==> src/rtl/num_entry_if.sv <==
// num_entry_if: bundles the button/switch inputs, the parallel-load port and
// the registered digit outputs of num_entry.
// Ports: btn/sw (raw buttons/direction switches), load/load_val (parallel
// load), num (packed hex digits), step (one-cycle per-digit step strobe).
interface num_entry_if #(
  parameter int DIGITS = 4
);
  logic [DIGITS-1:0]   btn;
  logic [DIGITS-1:0]   sw;
  logic                load;
  logic [4*DIGITS-1:0] load_val;
  logic [4*DIGITS-1:0] num;
  logic [DIGITS-1:0]   step;

  // master drives the controls and observes the value; slave is the block
  modport master (
    output btn, sw, load, load_val,
    input  num, step
  );

  modport slave (
    input  btn, sw, load, load_val,
    output num, step
  );
endinterface

==> src/rtl/num_entry.sv <==
// num_entry: per-digit hex entry. Each raw button is synchronised and
// debounced; a debounced press steps its 4-bit digit up or down (per the
// synced direction switch), wrapping or saturating per SAT_MODE. A load
// strobe overwrites all digits and suppresses that cycle's steps.
// Ports: clk, rst (sync, active high), bus (num_entry_if.slave: btn, sw,
// load, load_val in; num, step out; both outputs registered).
// Optional: define NUM_ENTRY_AUTOREPEAT_EN for hold-to-repeat stepping after
// REPEAT_DELAY cycles, then every REPEAT_PERIOD cycles.
module num_entry #(
  parameter int                  DIGITS        = 4,
  parameter logic [4*DIGITS-1:0] INIT          = 'hABCD,
  parameter int                  DEB_CYCLES    = 4,
  parameter int                  SAT_MODE      = 0,
  parameter int                  REPEAT_DELAY  = 50,
  parameter int                  REPEAT_PERIOD = 10
) (
  input logic        clk,
  input logic        rst,
  num_entry_if.slave bus
);

  // Parameter legality, caught at elaboration.
  if (DIGITS < 1 || DIGITS > 8) begin : g_bad_digits
    $error("num_entry: DIGITS must be in 1..8");
  end
  if (DEB_CYCLES < 1) begin : g_bad_deb
    $error("num_entry: DEB_CYCLES must be at least 1");
  end
  if (REPEAT_DELAY < 1 || REPEAT_PERIOD < 1) begin : g_bad_repeat
    $error("num_entry: REPEAT_DELAY and REPEAT_PERIOD must be at least 1");
  end

  // Debounce counter only needs to reach DEB_CYCLES-1: the DEB_CYCLES-th
  // mismatching cycle commits the new level instead of incrementing.
  localparam int CW = (DEB_CYCLES > 1) ? $clog2(DEB_CYCLES) : 1;
  localparam logic [CW-1:0] CNT_LAST = CW'(DEB_CYCLES - 1);

  logic [DIGITS-1:0]   btn_s1, btn_s2;
  logic [DIGITS-1:0]   sw_s1, sw_s2;
  logic [DIGITS-1:0]   deb, deb_nxt;
  logic [CW-1:0]       cnt     [DIGITS];
  logic [CW-1:0]       cnt_nxt [DIGITS];
  logic [DIGITS-1:0]   rise;
  logic [DIGITS-1:0]   fire;
  logic [4*DIGITS-1:0] num_r, num_nxt;
  logic [DIGITS-1:0]   step_r;

`ifdef NUM_ENTRY_AUTOREPEAT_EN
  localparam int REP_MAX = (REPEAT_DELAY > REPEAT_PERIOD) ? REPEAT_DELAY : REPEAT_PERIOD;
  localparam int RW      = (REP_MAX > 1) ? $clog2(REP_MAX) : 1;
  localparam logic [RW-1:0] DLY_LAST = RW'(REPEAT_DELAY - 1);
  localparam logic [RW-1:0] PER_LAST = RW'(REPEAT_PERIOD - 1);

  // rep_cnt counts held cycles since the last step of this channel;
  // rep_late marks that the first (longer) delay has already elapsed.
  logic [RW-1:0]     rep_cnt     [DIGITS];
  logic [RW-1:0]     rep_cnt_nxt [DIGITS];
  logic [DIGITS-1:0] rep_late, rep_late_nxt;
  logic [DIGITS-1:0] rep_fire;
`endif

  // One step of a single digit; sat selects clamp instead of mod-16 wrap.
  function automatic logic [3:0] step_digit(input logic [3:0] d, input logic dn);
    logic [3:0] r;
    if (dn) begin
      r = (SAT_MODE != 0 && d == 4'h0) ? d : d - 4'd1;
    end else begin
      r = (SAT_MODE != 0 && d == 4'hF) ? d : d + 4'd1;
    end
    return r;
  endfunction

  always_comb begin
    deb_nxt = deb;
    num_nxt = num_r;
    for (int i = 0; i < DIGITS; i++) begin
      cnt_nxt[i] = '0;
      if (btn_s2[i] != deb[i]) begin
        if (cnt[i] == CNT_LAST) begin
          deb_nxt[i] = btn_s2[i];
        end else begin
          cnt_nxt[i] = cnt[i] + 1'b1;
        end
      end
    end

    // Only presses step; releases are silent.
    rise = deb_nxt & ~deb;
    fire = rise;

`ifdef NUM_ENTRY_AUTOREPEAT_EN
    rep_fire = '0;
    for (int i = 0; i < DIGITS; i++) begin
      rep_cnt_nxt[i]  = '0;
      rep_late_nxt[i] = 1'b0;
      // Repeat only while the button stays held through this edge, so a
      // release completing on a repeat edge does not add a stray step.
      if (deb[i] && deb_nxt[i]) begin
        if (rep_cnt[i] == (rep_late[i] ? PER_LAST : DLY_LAST)) begin
          rep_fire[i]     = 1'b1;
          rep_late_nxt[i] = 1'b1;
        end else begin
          rep_cnt_nxt[i]  = rep_cnt[i] + 1'b1;
          rep_late_nxt[i] = rep_late[i];
        end
      end
    end
    fire = rise | rep_fire;
`endif

    for (int i = 0; i < DIGITS; i++) begin
      if (fire[i]) begin
        num_nxt[4*i +: 4] = step_digit(num_r[4*i +: 4], sw_s2[i]);
      end
    end
  end

  always_ff @(posedge clk) begin
    if (rst) begin
      btn_s1 <= '0;
      btn_s2 <= '0;
      sw_s1  <= '0;
      sw_s2  <= '0;
      deb    <= '0;
      num_r  <= INIT;
      step_r <= '0;
      for (int i = 0; i < DIGITS; i++) begin
        cnt[i] <= '0;
      end
`ifdef NUM_ENTRY_AUTOREPEAT_EN
      rep_late <= '0;
      for (int i = 0; i < DIGITS; i++) begin
        rep_cnt[i] <= '0;
      end
`endif
    end else begin
      btn_s1 <= bus.btn;
      btn_s2 <= btn_s1;
      sw_s1  <= bus.sw;
      sw_s2  <= sw_s1;
      deb    <= deb_nxt;
      for (int i = 0; i < DIGITS; i++) begin
        cnt[i] <= cnt_nxt[i];
      end
`ifdef NUM_ENTRY_AUTOREPEAT_EN
      // Repeat timing keeps running through a load; only the step is lost.
      rep_late <= rep_late_nxt;
      for (int i = 0; i < DIGITS; i++) begin
        rep_cnt[i] <= rep_cnt_nxt[i];
      end
`endif
      if (bus.load) begin
        num_r  <= bus.load_val;
        step_r <= '0;
      end else begin
        num_r  <= num_nxt;
        step_r <= fire;
      end
    end
  end

  assign bus.num  = num_r;
  assign bus.step = step_r;

endmodule

==> src/flat_wrapper.sv <==
// flat-port wrapper written by rule: the top's interface ports become plain ports
module num_entry_flat 
#(
  parameter int                  DIGITS        = 4,
  parameter logic [4*DIGITS-1:0] INIT          = 'hABCD,
  parameter int                  DEB_CYCLES    = 4,
  parameter int                  SAT_MODE      = 0,
  parameter int                  REPEAT_DELAY  = 50,
  parameter int                  REPEAT_PERIOD = 10
)
  (clk, rst, bus_btn, bus_sw, bus_load, bus_load_val, bus_num, bus_step);
  num_entry_if #(.DIGITS(DIGITS)) bus_i ();
  input logic clk;
  input logic rst;
  input wire logic [$bits(bus_i.btn)-1:0] bus_btn;
  input wire logic [$bits(bus_i.sw)-1:0] bus_sw;
  input wire logic [$bits(bus_i.load)-1:0] bus_load;
  input wire logic [$bits(bus_i.load_val)-1:0] bus_load_val;
  output wire logic [$bits(bus_i.num)-1:0] bus_num;
  output wire logic [$bits(bus_i.step)-1:0] bus_step;
  assign bus_i.btn = bus_btn;
  assign bus_i.sw = bus_sw;
  assign bus_i.load = bus_load;
  assign bus_i.load_val = bus_load_val;
  assign bus_num = bus_i.num;
  assign bus_step = bus_i.step;
  num_entry #(.DIGITS(DIGITS), .INIT(INIT), .DEB_CYCLES(DEB_CYCLES), .SAT_MODE(SAT_MODE), .REPEAT_DELAY(REPEAT_DELAY), .REPEAT_PERIOD(REPEAT_PERIOD)) u_core (.clk(clk), .rst(rst), .bus(bus_i));
endmodule
==> config.mk <==
export PLATFORM = sky130hd
export DESIGN_NAME = num_entry_flat
export DESIGN_NICKNAME = d
export VERILOG_FILES = /design/src/rtl/num_entry_if.sv /design/src/rtl/num_entry.sv /design/src/flat_wrapper.sv
export SDC_FILE = /design/constraint.sdc
export NUM_CORES = 1
export LEC_CHECK = 0
export ABC_CLOCK_PERIOD_IN_PS = 3070
export BUFFER_PORTS_ARGS = -buffer_cell sky130_fd_sc_hd__buf_2
export CORE_MARGIN = 4
export CORE_UTILIZATION = 50
export DETAILED_ROUTE_END_ITERATION = 8
export PLACE_DENSITY_LB_ADDON = 0.05
export SLEW_MARGIN = 20
export SYNTH_ARGS = -nofsm -noshare
export SYNTH_HDL_FRONTEND = slang
export SYNTH_SLANG_ARGS = --single-unit
==> constraint.sdc <==
create_clock -name clk -period 3.07 [get_ports clk]
set_input_delay 0.614 -clock clk [delete_from_list [all_inputs] [get_ports clk]]
set_output_delay 0.614 -clock clk [all_outputs]
set_load 0.01 [all_outputs]
Yosys cells after proc, flatten, opt, wreduce, memory -nomap -nowiden:

Memories as Yosys holds them, arrays and structs flattened.
Index checks and enable logic that the tools add are counted.

* input port bits: 27
* flip-flop bits (word level): 40
* memories kept: 1
* output and inout bits: 20
* RAM bits: 8
* logic and storage cells: 74

Memories
* u_core.cnt: words 4, bits a word 2, rd ports 4, clocked after memory_dff 0, write ports 4, RTL line num_entry.sv:41 `logic [CW-1:0] cnt [DIGITS];`

* reduce and logical (&&, ||, !) cells: 5
* add/subtract/negate cells: 12
* bitwise gates (word level): 6
* mux-type cells: 32
* equal/unequal tests: 8

Operators with widths (number)
* 4-bit 2-to-1 mux: 8
* 2-bit 2-to-1 mux: 12
* 4-bit by 1-bit adder with 4-bit output, second input constant: 4
* 16-bit 2-to-1 mux: 1
* 4-bit by 1-bit subtractor with 4-bit output, second input constant: 4
* 1-bit 2-to-1 mux: 11
* 2-bit by 1-bit adder with 2-bit output, second input constant: 4
* 2-bit == test, second input constant: 4
* 2-bit nonzero test: 4
* 4-bit AND: 1
* 1-bit inequality test: 4
* 4-bit NOT: 1
* 1-bit OR: 4
* 2-bit OR reduction: 1

Logic depth before layout (Yosys ltp):

Gate-level depths: netlist of the first run.

* depth after elaboration: 6
* gate-level depth with buffers: 6
* mapped depth without buffers: 6

Least setup slack after synthesis of the first run:

OpenSTA, ideal clock, no wires.

* path kind: reg2reg
* start: register u_core.num_r[10], in the netlist u_core.bus.num[10]
* end: register u_core.num_r[11], in the netlist u_core.bus.num[11]
* setup time: 0.074 ns
* stages on the path, launching flop included: 6
* slack: 1.477 ns
* clock period less this slack: 1.593 ns
* data arrival time: 1.519 ns
* data required time: 2.996 ns
* path through: dfxtp_1 > ha_1 > a21oi_1 > a21oi_1 > or4_1 > a31oi_1

* word-level cells in the longest chain between the ends: 4
* elaborated cells between the ends (all ways): 5
* classes of those cells: 2 x add/sub; 3 x mux

RTL lines
* start, declared: RTL line num_entry.sv:45 `logic [4*DIGITS-1:0] num_r, num_nxt;`
* start signal, assigned: RTL line num_entry.sv:153 `num_r <= bus.load_val;`
* start signal, assigned: RTL line num_entry.sv:156 `num_r <= num_nxt;`
* 4-bit by 1-bit adder with 4-bit output or 4-bit by 1-bit subtractor with 4-bit output (tied branches): RTL line num_entry.sv:68, num_entry.sv:66
* 4-bit 2-to-1 mux *: RTL line num_entry.sv:65 `if (dn) begin`
* 4-bit 2-to-1 mux *: RTL line num_entry.sv:112 `if (fire[i]) begin`
* 16-bit 2-to-1 mux *: RTL line num_entry.sv:152 `if (bus.load) begin`

Mark *: on every way between the ends. The rest lies on a longest branch, timed or not. The select of a mux whose other input is x is not followed.
A chain may end at the register's enable or synchronous reset.

Final worst setup path of the first run:

Same ends and word-level chain as after synthesis.

==> flow_summary.toml, run 1 <==
[detailed_routing]
drc = 0
drtAntennaViolNets = 0
num_vias = 1549
drt_wl_total_mm = 3.74
vias_per_cell = 4.93
drt_iter0_drc = 53
wl_per_cell_um = 11.9
drt_first_pass_iters = 4

[critical_path]
crit_path_top_delay_cell = "or4_1"
crit_end = "u_core.bus.num[11]"
r2r_start = "u_core.bus.num[10]"
slowest_delay_ps = 490
worstPathArrival_ps = 1910
worst_setup_path_start_kind = "register"
crit_start = "u_core.bus.num[10]"
cp.required_ps = 3300
worstPathCellList = "ha_1, a21oi_1, a21oi_1, or4_1, a31oi_1"
critPathBufInv = 0
worstSetupPathType = "reg -> reg"
reg2reg_to = "u_core.bus.num[11]"
cp.depth = 5
reg2reg_depth = 5
r2r_slack_ps = 1380
crit_fanout = 3
cp_common_cell = "a21oi_1"
endpoint_kind = "register"
crit_family = "simple AND/OR/NAND/NOR gates"

[run]
drv_cap = 0

[global_routing]
antenna_found_initial = 0
grt_pass1_vias = 1428
grt_pass1_wl_mm = 6.26
track_usage = 0.152
grt_max_degree = 37
grt-ovfl-total = 0

[sta]
max_slew.worst_pin.slew_ps = 638
period_share = 0.550
rsz0062_at_grt = "false"
setup_viol = 0
final_max_slew_viol_count = 0
hold_viol_final = 0
relSlewSlack = 0.575
clock.fmax_ghz = 0.592
fin_worst_skew_ps = 2.81
min_period_ps = 1690
final.setup.tns_ps = 0

[power_and_ir_drop]
vdd_ir_drop_max_mv = 0.278
power.leakage_uw = 0.00122
power.density_nw_per_um2 = 476

[clock_tree]
cts_num_sinks = 48
cts_resized = 0
clock_tree.root_cell = "clkbuf_8"
tritoncts = "yes"
clock_path_buffers = 2
numCtsBuffers = 5
worstSkewPairLatency_ps = 290
cts_hold_buffers = 0
cts.reportedPaths.clkPinSlew_ps = 80
cts_setup_buffers = 0
cts_max_level = 2

[yosys]
ys_ff_latch = 48
synth_xor_area_frac = 0.0495
synth_area_per_cell_sq_um = 9.75
synth_fa_ha_area_frac = 0.108
synth.distinct_cells = 25
synth_top_family_by_area = "simple AND/OR/NAND/NOR gates"
ys.flop_type = "dfxtp_1"
synth_compound_area_frac = 0.0819
synth-edff-count = 0
yosys_warnings = 0
synthMuxAreaShare = 0.0471
netlist_instances = 218
syn-num-nets = 261
synthArstFlopShare = 0
synth_simple_gate_area_frac = 0.218
seq_area_frac_synth = 0.452
netlist_area_sq_um = 2120

[floorplanning]
coreArea_sq_um = 4060
initial_core_util = 0.524
num_io_pins = 47
die_w_um = 73.2
rows = 23
die_y_um = 73.2
dieArea_sq_um = 5360

[placed_design]
detailed_place_hpwl_mm = 2.79
gp_congestion = 0.823
io_buffers = 46
dp.cells = 307

[outcome]
status = "completed"

[min_path]
hold_path_class = "reg -> reg"

[finish]
final-instance-count-excl-fill = 314
final_nets = 307
most-common-layout-cells = "dfxtp_1, buf_2, nor2_1, nor2b_1, inv_1"
area_delta_synth_final_pct = 17.0
final_common_cell = "dfxtp_1"
diodes = 0
layout-drive-gt1-share = 0.216
fillCellCount = 357
[area by class of cell]
cell class,count,area [sq um],share of cell area
multi-input cells,146,1070,0.431
well taps,50,62.6,0.0252
flip-flops and latches,48,961,0.387
repair buffers,46,230,0.0926
clock buffers,7,96.3,0.0388
inverters,17,63.8,0.0257
[through the flow]
| step | util | instance area [sq um] | setup WS, ps | power (uW) | hold WS [ps] |
|---|---|---|---|---|---|
| floorplan | - | 2120 | 1480 | 765 | 397 |
| global placement | 0.589 | 2390 | 1250 | 810 | 411 |
| detailed placement | 0.589 | 2390 | 1180 | 811 | 410 |
| CTS | 0.613 | 2490 | 1380 | 1210 | 422 |
| global route | 0.613 | 2490 | 1240 | 1240 | 451 |
| finish | 0.613 | 2490 | 1380 | 1180 | 418 |
[logic make-up after synthesis]
kind of cell,Yosys count
DFF,48
buffers and inverters,24
AOI/OAI and AO/OA,28
muxes,10
adders and majority gates,16
and+or+nand+nor,80
xor gates and xnor gates,12
[state kept, by name, indices dropped and copies added (netlist names)]
register,flops
u_core.btn_s1,4
u_core.btn_s2,4
u_core.bus.num,16
u_core.bus.step,4
u_core.cnt,8
u_core.deb,4
u_core.sw_s1,4
u_core.sw_s2,4
[power breakdown]
group,internal (uW),switching [uW],total (uW)
Combinational,62.0,68.5,130
Sequential,647,17.8,665
Clock,200,188,389
[how the worst min path moves through the flow]
stage                        to  cells past startpoint              from
4_1_cts        u_core.cnt[0][0]                      1  u_core.cnt[0][0]
6_report       u_core.cnt[1][0]                      1  u_core.cnt[1][0]
3_3_place_gp   u_core.cnt[3][0]                      1  u_core.cnt[3][0]
3_5_place_dp   u_core.cnt[0][0]                      1  u_core.cnt[0][0]
5_1_grt        u_core.cnt[1][0]                      1  u_core.cnt[1][0]
2_1_floorplan  u_core.cnt[0][0]                      1  u_core.cnt[0][0]
[metal layers]
metal  up-vias  global-route usage  wire length (um)
li1        821                   -                 -
met1       693               0.187              1690
met2        28               0.249              1770
met3         7              0.0455               220
met4         0              0.0553                64
met5         -                   0                 0
[synth_stat cells, drive strengths merged, types with 2 or more instances]
cell type  count  area share
dfxtp         48        0.45
nor2          27       0.048
nor2b         18       0.053
inv           17       0.030
a21oi         13       0.031
ha            12       0.071
mux2i         10       0.047
nand2          8       0.014
xnor2          8       0.033
clkbuf         6       0.011
nor3           6       0.014
a31oi          4       0.012
and3           4       0.012
fa             4       0.038
nand3          4      0.0094
nand3b         4       0.038
o211ai         4       0.014
o31ai          4       0.014
or3            4       0.012
or4            4       0.014
xor2           4       0.016
a211oi         2      0.0071
Note: power is estimated with default switching activity, not from simulation.
==> run 2: changes to the inputs <==
--- a/config.mk
+++ b/config.mk
@@ -5,7 +5,8 @@
 export SDC_FILE = /design/constraint.sdc
 export NUM_CORES = 1
 export LEC_CHECK = 0
-export ABC_CLOCK_PERIOD_IN_PS = 3070
+export ABC_AREA = 1
+export ABC_CLOCK_PERIOD_IN_PS = 1650
 export BUFFER_PORTS_ARGS = -buffer_cell sky130_fd_sc_hd__buf_2
 export CORE_MARGIN = 4
 export CORE_UTILIZATION = 50
==> constraint.sdc (replaced) <==
create_clock -name clk -period 1.65 [get_ports clk]
set_input_delay 0.33 -clock clk [delete_from_list [all_inputs] [get_ports clk]]
set_output_delay 0.33 -clock clk [all_outputs]
set_load 0.01 [all_outputs]
==> flow_summary.toml, run 2 <==
[sta]
relSlewSlack = 0.750
period_share = 0.836
holdWs_ps = 226
min_period_ps = 1380
final_max_slew_viol_count = 0
final.setup.tns_ps = 0
hold_viol_final = 0
fin_worst_skew_ps = 6.17
rsz0062_at_grt = "false"
setup_viol = 0
clock.fmax_ghz = 0.725
max_slew.worst_pin.slew_ps = 375

[detailed_routing]
wl_per_cell_um = 10.6
drc = 0
drt_first_pass_iters = 4
drtAntennaViolNets = 0
vias_per_cell = 4.64
drt_iter0_drc = 59
num_vias = 1779
drt_wl_total_mm = 4.07

[yosys]
synth_top_area_cell = "dfxtp_1"
yosysMostFrequentCell = "nor2_1"
synth_top_area_frac = 0.435
ys.flop_type = "dfxtp_1"
netlist_instances = 284
yosys_warnings = 0
netlist_area_sq_um = 2210
synthArstFlopShare = 0
synth_area_per_cell_sq_um = 7.77
synth-edff-count = 0
ys_ff_latch = 48
seq_area_frac_synth = 0.435
ys_top_cells_by_count = "nor2_1, dfxtp_1, nand2_1, inv_1, a21oi_1"
synth_area_leaders = "dfxtp_1, nor2_1, nand2_1"
syn-num-nets = 327
synth.distinct_cells = 27

[clock_tree]
clock_tree.root_cell = "clkbuf_8"
cts_max_level = 2
worstSkewPairLatency_ps = 290
cts_num_sinks = 48
cts_hold_buffers = 0
tritoncts = "yes"
clock_path_buffers = 2
cts_setup_buffers = 0
cts.reportedPaths.clkPinSlew_ps = 90
cts_resized = 0
numCtsBuffers = 5

[critical_path]
endpoint_kind = "register"
crit_fanout = 4
reg2reg_depth = 8
cp.required_ps = 1820
worstSetupPathType = "reg -> reg"
worstPathArrival_ps = 1550
slowest_delay_ps = 410
crit_start = "u_core.bus.num[4]"
worstPathCellList = "inv_1, fa_1, inv_1, a21oi_1, o21ai_0, nand2_1, nand2_1, nand3_1"
r2r_slack_ps = 270
reg2reg_to = "u_core.bus.num[6]"
crit_end = "u_core.bus.num[6]"
crit_family = "adder cells"
r2r_start = "u_core.bus.num[4]"
critPathBufInv = 2
crit_path_top_delay_cell = "fa_1"
worst_setup_path_start_kind = "register"
cp.depth = 8

[placed_design]
io_buffers = 46
gp_congestion = 0.835
detailed_place_hpwl_mm = 3.04

[outcome]
status = "completed"

[power_and_ir_drop]
vdd_ir_drop_max_mv = 0.723
power.leakage_uw = 0.00130
finalPower_uw = 2420
power.density_nw_per_um2 = 937

[global_routing]
grt_max_degree = 32
grt-ovfl-total = 0
grt_pass1_wl_mm = 7.13
grt_pass1_vias = 1640
antenna_found_initial = 0
track_usage = 0.163

[floorplanning]
coreArea_sq_um = 4140
num_io_pins = 47
dieArea_sq_um = 5540
die_w_um = 74.4
die_y_um = 74.4
rows = 23
initial_core_util = 0.533

[finish]
final_common_cell = "nor2_1"
final_nets = 375
largest_reg_flops = 16
most-common-layout-cells = "nor2_1, nand2_1, dfxtp_1, inv_1, buf_2"
layout-drive-gt1-share = 0.192
area_delta_synth_final_pct = 17.1
diodes = 0
final_util = 0.623

[min_path]
min_from = "bus_btn[3]"
hold_path_class = "in -> reg"

[run]
drv_cap = 0
[run 2: report_power, final]
| group | leakage, uW | switching, uW | internal [uW] |
|---|---|---|---|
| sequential | 0.000395 | 35.5 | 1210 |
| combinational | 0.000846 | 173 | 134 |
| clock | 0.0000614 | 375 | 495 |
[run 2: how the worst min path moves through the flow]
stage / endpoint / slack (ps) / depth (start not counted)
floorplan: u_core.btn_s2[0] / 390 / 2
detailed placement: u_core.sw_s2[0] / 390 / 2
finish: u_core.btn_s1[3] / 230 / 3
CTS: u_core.btn_s1[3] / 220 / 3
global route: u_core.btn_s1[0] / 230 / 3
global placement: u_core.sw_s2[3] / 390 / 2
[run 2: logic make-up (layout without fill, tap and decap cells)]
group,Yosys count,count (layout),synth area share
adder cells (fa/ha/maj),16,16,0.104
XOR/XNOR,7,7,0.0278
AND/OR/NAND/NOR,119,119,0.221
AO/OA/AOI/OAI,40,40,0.106
buffers and inverters,54,103,0.106
flip-flops,48,48,0.435
[run 2: per-stage QoR]
step           setup WS [ps]  instance area (sq um)  cells
2_1_floorplan            278                   2210    284
3_3_place_gp             310                   2460    375
3_5_place_dp             271                   2460    375
4_1_cts                  260                   2580    383
5_1_grt                  162                   2580    383
6_report                 271                   2580    383
[run 2: final cells by class]
class	instances	area, sq um
inverters	47	181
repair buffers	48	245
well taps	50	62.6
clock buffers	6	82.6
multi-input cells	182	1010
clock inverters	2	38.8
fillers	397	1560
flip-flops and latches	48	961
[run 2: per-layer routing]
metal,GRT usage,up-vias,routed length (um)
met1,0.222,764,2080
met5,0,-,0
met2,0.261,37,1740
met4,0.0415,0,15
li1,-,976,-
met3,0.0405,2,229
[run 2: worst min-delay path, stage by stage]
cell and delay (ps):
buf_2 70, inv_1 30, nor2_1 60
